$ cat src/rtl/eth_rx_pkg.sv
// Shared constants, FSM encoding and CRC helper for the GMII receive frame path.
// Latency: n/a (package only).
// Backpressure: n/a (package only).
package eth_rx_pkg;

    localparam logic [7:0]  ETH_PREAMBLE = 8'h55;
    localparam logic [7:0]  ETH_SFD      = 8'hD5;
    localparam logic [47:0] ETH_BCAST    = 48'hFFFF_FFFF_FFFF;
    localparam logic [31:0] CRC_RESIDUE  = 32'hC704DD7B;
    localparam logic [31:0] CRC_POLY     = 32'h04C11DB7;

    // Bit positions inside frame_stat = {fcs_err, len_err, addr_miss}
    localparam int STAT_ADDR_MISS = 0;
    localparam int STAT_LEN_ERR   = 1;
    localparam int STAT_FCS_ERR   = 2;

    typedef enum logic [1:0] {
        IDLE = 2'd0,
        PRE  = 2'd1,
        DATA = 2'd2,
        DROP = 2'd3
    } rx_state_t;

    // One byte of CRC-32 in MSB-first register form. Ethernet sends each byte
    // LSB first, so data bit 0 is folded in first; the register then holds the
    // bit-reversed view of the usual reflected CRC, giving residue C704DD7B.
    function automatic logic [31:0] crc32_byte(input logic [31:0] crc, input logic [7:0] dat);
        logic [31:0] c;
        c = crc;
        for (int i = 0; i < 8; i++) begin
            if (c[31] ^ dat[i]) begin
                c = {c[30:0], 1'b0} ^ CRC_POLY;
            end else begin
                c = {c[30:0], 1'b0};
            end
        end
        return c;
    endfunction

endpackage

$ cat src/rtl/crc32_d8.sv
// CRC-32 accumulator, one byte per cycle, with synchronous re-init and enable.
// Latency: o_crc reflects a byte one cycle after it is presented with i_en.
// Backpressure: none; the caller gates i_en.
module crc32_d8
    import eth_rx_pkg::*;
(
    input  logic        gmii_rx_clk,
    input  logic        sys_rst_n,
    input  logic        i_init,
    input  logic        i_en,
    input  logic [7:0]  i_dat,
    output logic [31:0] o_crc
);

    logic [31:0] r_crc;

    // Running CRC: init wins over enable so a new frame always starts clean
    always_ff @(posedge gmii_rx_clk or negedge sys_rst_n) begin
        if (!sys_rst_n) begin
            r_crc <= 32'hFFFF_FFFF;
        end else if (i_init) begin
            r_crc <= 32'hFFFF_FFFF;
        end else if (i_en) begin
            r_crc <= crc32_byte(r_crc, i_dat);
        end
    end

    assign o_crc = r_crc;

endmodule

$ cat src/rtl/gmii_rx_frame_ctrl.sv
// GMII receive frame sequencer: strips preamble/SFD, frames bytes with sof/eof, reports length/address/FCS status and counts.
// Latency: a byte sampled on gmii_rxd appears on out_data two cycles later; stat_valid rides with out_eof.
// Backpressure: none; the line cannot be stalled. FCS checking is built only when RX_FCS_CHECK_EN is defined.
module gmii_rx_frame_ctrl
    import eth_rx_pkg::*;
#(
    parameter logic [47:0] LOCAL_MAC = 48'h00_0A_35_01_FE_C0,
    parameter int          MIN_LEN   = 64,
    parameter int          MAX_LEN   = 1518
) (
    input  logic        gmii_rx_clk,
    input  logic        sys_rst_n,
    input  logic        gmii_rx_dv,
    input  logic [7:0]  gmii_rxd,
    input  logic        promisc,
    output logic        out_valid,
    output logic [7:0]  out_data,
    output logic        out_sof,
    output logic        out_eof,
    output logic [15:0] frame_len,
    output logic [2:0]  frame_stat,
    output logic        stat_valid,
    output logic [15:0] frame_cnt,
    output logic [15:0] drop_cnt
);

    logic        r_in_dv;
    logic [7:0]  r_in_dat;
    rx_state_t   r_state;
    logic [7:0]  r_hold_dat;
    logic        r_hold_vld;
    logic        r_sof_pend;
    logic [15:0] r_len;
    logic [47:0] r_da;

    logic        w_len_err;
    logic        w_addr_miss;
    logic        w_fcs_err;
    logic [2:0]  w_stat;

`ifdef RX_FCS_CHECK_EN
    logic        w_crc_init;
    logic        w_crc_en;
    logic [31:0] w_crc;

    // The CRC restarts on SFD and absorbs every byte that enters the hold register
    assign w_crc_init = (r_state == PRE) && r_in_dv && (r_in_dat == ETH_SFD);
    assign w_crc_en   = (r_state == DATA) && r_in_dv;

    crc32_d8 u_crc32_d8 (
        .gmii_rx_clk (gmii_rx_clk),
        .sys_rst_n   (sys_rst_n),
        .i_init      (w_crc_init),
        .i_en        (w_crc_en),
        .i_dat       (r_in_dat),
        .o_crc       (w_crc)
    );

    assign w_fcs_err = (w_crc != CRC_RESIDUE);
`else
    assign w_fcs_err = 1'b0;
`endif

    // Status is evaluated on the eof edge, when r_len and r_da already cover the whole frame
    assign w_len_err   = (r_len < 16'(MIN_LEN)) || (r_len > 16'(MAX_LEN));
    assign w_addr_miss = (r_len < 16'd6) ||
                         (!promisc && (r_da != LOCAL_MAC) && (r_da != ETH_BCAST));

    assign w_stat[STAT_FCS_ERR]   = w_fcs_err;
    assign w_stat[STAT_LEN_ERR]   = w_len_err;
    assign w_stat[STAT_ADDR_MISS] = w_addr_miss;

    // Input register: the FSM only ever looks at the registered copy of the line
    always_ff @(posedge gmii_rx_clk or negedge sys_rst_n) begin
        if (!sys_rst_n) begin
            r_in_dv  <= 1'b0;
            r_in_dat <= 8'h00;
        end else begin
            r_in_dv  <= gmii_rx_dv;
            r_in_dat <= gmii_rxd;
        end
    end

    // Frame FSM with registered outputs; a byte leaves the hold register once the
    // next input shows whether it was the last one
    always_ff @(posedge gmii_rx_clk or negedge sys_rst_n) begin
        if (!sys_rst_n) begin
            r_state    <= IDLE;
            r_hold_dat <= 8'h00;
            r_hold_vld <= 1'b0;
            r_sof_pend <= 1'b0;
            r_len      <= 16'h0000;
            r_da       <= 48'h0;
            out_valid  <= 1'b0;
            out_data   <= 8'h00;
            out_sof    <= 1'b0;
            out_eof    <= 1'b0;
            frame_len  <= 16'h0000;
            frame_stat <= 3'b000;
            stat_valid <= 1'b0;
            frame_cnt  <= 16'h0000;
            drop_cnt   <= 16'h0000;
        end else begin
            out_valid  <= 1'b0;
            out_data   <= 8'h00;
            out_sof    <= 1'b0;
            out_eof    <= 1'b0;
            stat_valid <= 1'b0;

            case (r_state)
                IDLE: begin
                    if (r_in_dv) begin
                        r_state <= (r_in_dat == ETH_PREAMBLE) ? PRE : DROP;
                    end
                end

                PRE: begin
                    if (!r_in_dv) begin
                        r_state <= IDLE;
                    end else if (r_in_dat == ETH_SFD) begin
                        r_state    <= DATA;
                        r_hold_vld <= 1'b0;
                        r_sof_pend <= 1'b1;
                        r_len      <= 16'h0000;
                        r_da       <= 48'h0;
                    end else if (r_in_dat != ETH_PREAMBLE) begin
                        r_state <= DROP;
                    end
                end

                DATA: begin
                    if (r_in_dv) begin
                        r_hold_dat <= r_in_dat;
                        r_hold_vld <= 1'b1;
                        if (r_len != 16'hFFFF) begin
                            r_len <= r_len + 16'd1;
                        end
                        if (r_len < 16'd6) begin
                            r_da <= {r_da[39:0], r_in_dat};
                        end
                        if (r_hold_vld) begin
                            out_valid  <= 1'b1;
                            out_data   <= r_hold_dat;
                            out_sof    <= r_sof_pend;
                            r_sof_pend <= 1'b0;
                        end
                    end else begin
                        r_state    <= IDLE;
                        r_hold_vld <= 1'b0;
                        r_sof_pend <= 1'b0;
                        if (r_hold_vld) begin
                            out_valid  <= 1'b1;
                            out_data   <= r_hold_dat;
                            out_sof    <= r_sof_pend;
                            out_eof    <= 1'b1;
                            stat_valid <= 1'b1;
                            frame_len  <= r_len;
                            frame_stat <= w_stat;
                            if (w_stat == 3'b000) begin
                                if (frame_cnt != 16'hFFFF) begin
                                    frame_cnt <= frame_cnt + 16'd1;
                                end
                            end else begin
                                if (drop_cnt != 16'hFFFF) begin
                                    drop_cnt <= drop_cnt + 16'd1;
                                end
                            end
                        end
                    end
                end

                DROP: begin
                    if (!r_in_dv) begin
                        r_state <= IDLE;
                    end
                end

                default: begin
                    r_state <= IDLE;
                end
            endcase
        end
    end

endmodule

$ cat config.mk
export PLATFORM = sky130hd
export DESIGN_NAME = gmii_rx_frame_ctrl
export DESIGN_NICKNAME = d
export VERILOG_FILES = /design/src/rtl/eth_rx_pkg.sv /design/src/rtl/crc32_d8.sv /design/src/rtl/gmii_rx_frame_ctrl.sv
export SDC_FILE = /design/constraint.sdc
export NUM_CORES = 1
export LEC_CHECK = 0
export CORE_MARGIN = 10
export CORE_UTILIZATION = 50
export CTS_CLUSTER_DIAMETER = 200
export DETAILED_ROUTE_END_ITERATION = 8
export HOLD_SLACK_MARGIN = 0.06
export PLACE_DENSITY = 0.83
export SYNTH_ARGS = -nofsm -noshare
export SYNTH_HDL_FRONTEND = slang
export SYNTH_SLANG_ARGS = --single-unit
$ cat constraint.sdc
create_clock -name gmii_rx_clk -period 2.35 [get_ports gmii_rx_clk]
set_input_delay 0.47 -clock gmii_rx_clk [delete_from_list [all_inputs] [get_ports gmii_rx_clk]]
set_output_delay 0.47 -clock gmii_rx_clk [all_outputs]
set_load 0.05 [all_outputs]
Word level (Yosys, flattened, before mapping)
Index checks and enable logic that the tools add are counted.

operators by class
  bitwise operators = 2
  $add $sub $neg = 3
  equal/unequal tests = 20
  magnitude comparators = 3
  mux-type cells = 34
  reductions and logical operators = 18

operators by type and width
  cell                   count
  $mux 48                4
  $pmux 48 s2            1
  $mux 16                4
  $add 16x1->16 const B  3
  $ne 16x16->1 const B   3
  $ne 48x36->1 const B   1
  $ne 48x48->1 const B   1
  $pmux 16 s2            1
  $reduce_and 5->1       4
  $gt 16x11->1 const B   1
  $lt 16x3->1 const B    1
  $lt 16x7->1 const B    1
  $mux 8                 2
  $ne 2x2->1 const B     7
  $mux 1                 13
  $mux 2                 6
  $reduce_and 3->1       3
  $eq 8x7->1 const B     1
  $eq 8x8->1 const B     1
  $ne 8x7->1 const B     1
  $pmux 2 s3             1
  $eq 2x2->1 const B     2
  $ne 4x4->1 const B     1
  $pmux 1 s2             2
  other kinds (12)       15

storage, ports and cells
  register bits = 146
  bits of input ports = 12
  logic and storage cells = 96

Depth between registers and ports, before layout
  depth in word-level cells = 7
  gate-level depth with buffers = 9
  gate-level depth less buffers = 8

Worst setup path after synthesis
No wires, ideal clock.

  path type = reg-to-reg
  start = register drop_cnt[0]
  end = register drop_cnt[13]
  stages on the path, launching flop included = 10
  arrival time = 2.268 ns
  library setup time = 0.145 ns
  slack = -0.063 ns
  data required time = 2.205 ns
  buffers on the path = 1
  clock period less this slack = 2.413 ns
  cells stage by stage = dfrtp_1 ha_1 inv_1 nor3_1 a311o_1 a21oi_1 and2_1 clkbuf_1 and3_1 xor2_1

on the way
  word-level cells in the longest chain between the ends = 2

ends and longest elaborated chain
  item                                                   line                       RTL
  from (decl)                                            gmii_rx_frame_ctrl.sv:24   output logic [15:0] drop_cnt
  from (signal assigned)                                 gmii_rx_frame_ctrl.sv:165  drop_cnt <= drop_cnt + 16'd1;
  branches (longest 2 deep; another with $add 16x1->16)  n/a

Parallel ways; which one is timed is not known.
A chain may end at the register's enable or synchronous reset.

Worst setup path after layout
  start = register r_da[19]
  end = register frame_cnt[1]

on the way
  word-level cells in the longest chain between the ends = 6

ends and longest elaborated chain
  item                                   line                       RTL
  from (decl)                            gmii_rx_frame_ctrl.sv:34   logic [47:0] r_da;
  from (signal assigned)                 gmii_rx_frame_ctrl.sv:139  r_da <= {r_da[39:0], r_in_dat};
  $ne 48x36->1                           gmii_rx_frame_ctrl.sv:67   (!promisc && (r_da != LOCAL_MAC) && (r_da != ETH_BCAST));
  $logic_and 1x1->1                      gmii_rx_frame_ctrl.sv:67
  $logic_and 1x1->1 (*)                  gmii_rx_frame_ctrl.sv:67
  $logic_or 1x1->1 (*)                   gmii_rx_frame_ctrl.sv:66   assign w_addr_miss = (r_len < 16'd6) ||
  $logic_not 3->1 (*)                    gmii_rx_frame_ctrl.sv:159  if (w_stat == 3'b000) begin
  $reduce_and 5->1 (no source line) (*)  n/a
  to (signal assigned)                   gmii_rx_frame_ctrl.sv:161  frame_cnt <= frame_cnt + 16'd1;
  to (decl)                              gmii_rx_frame_ctrl.sv:23   output logic [15:0] frame_cnt,

Mark *: on every way between the ends. The rest lies on a longest branch, timed or not.

==> flow_metrics.tcl <==
set metrics [dict create \
    htreeDepth 4 \
    dp_cells 856 \
    diodes 0 \
    yosys_most_used_dff "dfrtp_1" \
    synth_adder_area_share_pct 0.608 \
    yosysTopAreaCell "dfrtp_1" \
    switchingPower_uw 1640 \
    hp-start "r_sof_pend" \
    row_count 40 \
    synth.net_count 599 \
    crit_chain "nand4_1, or4_4, o22ai_4, a21oi_4, or3b_4, buf_12, mux2_4" \
    grt_max_degree 64 \
    crit_arrival_ns 2.73 \
    fin_area_um2 8420 \
    area_delta_synth_final_pct 36.2 \
    yosysWarnings 0 \
    grt_pass1_vias 5124 \
    tns_ns -0.591 \
    firstDrtPassIters 5 \
    required_ns 2.66 \
    io_pins 75 \
    swShare_pct 25.4 \
    p_comb_share_pct 12.1 \
    track_usage_pct 17.9 \
    drc 0 \
    clock_skew_ns 0.00652 \
    place.gp.congestion 0.854 \
    slowest_delay_ns 0.53 \
    drt-initial-drc-count 489 \
    io_buffers 73 \
    muxShareOfSynthArea_pct 4.72 \
    synthArstFlopShare_pct 100 \
    setup_violations 15 \
    avgRoutedWirePerCell_um 18.2 \
    synth_area_leaders "dfrtp_1, nand2_1, nand3_1" \
    tightest_slew_ns 0.684 \
    hold_viol 0 \
    synth_top_family_by_area "simple AND/OR/NAND/NOR gates" \
    cp-start-kind "register" \
    hpwl_um 9970 \
    power_density_nw_per_um2 769 \
    synth.avg_cell_area_um2 10.6 \
    ant_nets 0 \
    synth_seq_cells 146 \
    clk_pin_slew_worst_paths_ns 0.06 \
    seq_area_frac_synth_pct 59.1 \
    endpoint_kind "register" \
    finalCriticalPeriod_ns 2.42 \
    drive_above_1_share_pct 21.6 \
    cts_made_buffers 17 \
    synth_cell_type_count 45 \
    hold_ws_ns 0.478 \
    core_um2 12100 \
    drv_cap 0 \
    violations "negative setup slack" \
    seqPwrFrac_pct 43.1 \
    synth_edf_count 0 \
    initial_utilization_pct 51.2 \
    vias_per_cell 5.65 \
    synth_top_area_share_pct 59.1 \
    die_width_um 131 \
    antenna_found_initial 0 \
    clk_latency_ns 0.42 \
    die_area_um2 17200 \
    status "finished with violations" \
    synth_simple_gate_area_share_pct 24.1 \
    clkSinkCount 146 \
    period_share_pct 103 \
    nets 730 \
    setup_slack_ns -0.0743 \
    drt_wl_total_um 16300 \
    synthXorXnorAreaFrac_pct 6.24 \
    cts-root-buf "clkbuf_16" \
    min_path_type "reg2reg" \
    die_h_um 131 \
    internal_power_uw 4830 \
    cts_tree "built" \
    slew_viol_final 0 \
    critPathMaxFanout 7 \
    ir_drop_v 0.000485 \
    post-place-ws_ns -0.135 \
    synth_compound_area_share_pct 2.41 \
    stdcell_count 895 \
    syn-instance-count 584 \
    max_freq_mhz 412 \
    grt_pass1_wl_um 25700 \
    relSlewSlack_pct 54.3 \
    clockBufferDepth 2 \
    path_class "reg2reg" \
    p_leak_uw 0.00417 \
    pwr-share-clk_pct 44.8 \
    placed_cell_area_um2 7500 \
    crit-reg2reg-launch "r_da[19]" \
    vias 5053 \
    grt_overflow_total 0 \
    rsz0062_at_grt "true" \
    syn_area_um2 6180 \
    critPathSlowestCell "or4_4" \
    crit_path_start "r_da[19]" \
]
state kept, by name, summed over array words and instances (netlist names):
signal      flops
drop_cnt       16
frame_cnt      16
frame_len      16
frame_stat      2
out_data        8
out_sof         1
out_valid       1
r_da           48
r_hold_dat      8
r_hold_vld      1
r_in_dat        8
r_in_dv         1
r_len          16
r_sof_pend      1
r_state         2
stat_valid      1
worst max-delay path: cells and delay by family (launching register included):
kind	cells	cell delay, ns
muxes	1	0.30
and+or+nand+nor	3	1.17
buffers and inverters	1	0.18
AOI/OAI and AO/OA	2	0.31
DFF	1	0.35
per-layer routing:
| metal | track usage (%) | wire [µm] | up-vias | part of all wire [%] |
|---|---|---|---|---|
| met2 | 31.0 | 8540 | 225 | 52 |
| li1 | - | - | 2279 | - |
| met4 | 7.19 | 402 | 0 | 2.5 |
| met5 | 0 | 0 | - | 0 |
| met3 | 4.84 | 1010 | 46 | 6.2 |
| met1 | 20.5 | 6360 | 2503 | 39 |
timing repair:
item,CTS,global route
hold buffers,1,0
hold endpoints to repair,34,0
gates cloned,0,2
resized for setup,15,23
setup buffers,4,1
setup endpoints to repair,21,81
pin swaps,5,18
power groups by stage:
stage                     Clock, µW  Sequential [µW]  Combinational, µW
after detailed placement          0             2830                733
after floorplan                   0             3000                239
after CTS                      2920             2790                768
after global routing           3030             2810                835
after global placement            0             2820                715
final                          2900             2790                781
per-stage QoR:
step | total power [µW] | utilization, %
global placement | 3530 | 62.2
finish | 6480 | 69.8
detailed placement | 3560 | 62.2
global route | 6680 | 69.8
CTS | 6480 | 68.4
floorplan | 3230 | -
area by class of cell:
class | instances | area, µm²
Clock buffer | 23 | 488
Sequential cell | 146 | 3660
Inverter | 11 | 41.3
Timing Repair Buffer | 139 | 1320
Clock inverter | 8 | 149
Multi-Input combinational cell | 400 | 2560
Fill cell | 761 | 3640
Tap cell | 168 | 210
path summary, 6_finish.rpt:
check                                endpoint  slack (ns)  cells after the start
worst max-delay path             frame_cnt[1]       -0.07                      7
worst min register to register     r_sof_pend        0.48                      1
worst min-delay path               r_sof_pend        0.48                      1
worst max register to register   frame_cnt[1]       -0.07                      7
min in group asynchronous        frame_len[7]        0.59                      2
max in group asynchronous       r_hold_dat[7]        1.04                      3
cells by family after synthesis:
group           count (synthesis)
xor+xnor                       44
simple gates                  306
compound gates                 20
mux                            26
buf+inv                        38
fa+ha+maj                       3
other cells                     1
flops                         146
layout by cell type, fill, tap and decap left out, types with 3 or more instances in the layout:
master / netlist / routed
clkdlybuf4s50_1: 0 / 72
dfrtp_1: 146 / 143
nor3_4: 0 / 7
bufinv_16: 0 / 4
dfrtp_2: 0 / 3
nor2_1: 28 / 25
clkbuf_16: 0 / 19
nor4_1: 15 / 9
mux2_2: 24 / 24
buf_12: 0 / 4
nand3_1: 68 / 68
nor4_2: 2 / 6
xor2_1: 28 / 28
nor3_1: 10 / 6
clkbuf_8: 0 / 4
ha_1: 3 / 3
or4_4: 0 / 3
inv_1: 11 / 11
nand2_1: 122 / 121
nand4_1: 28 / 28
buf_4: 2 / 59
and3_1: 16 / 16
xnor2_1: 16 / 16
Yosys cell counts (4+ instances only):
cell type,instances
and3_1,16
clkbuf_1,19
dfrtp_1,146
inv_1,11
mux2_2,24
nand2_1,122
nand3_1,68
nand4_1,28
nor2_1,28
nor3_1,10
nor3_2,5
nor4_1,15
o21ai_0,4
or4_1,4
xnor2_1,16
xor2_1,28
Note: power is estimated with default switching activity, not from simulation.
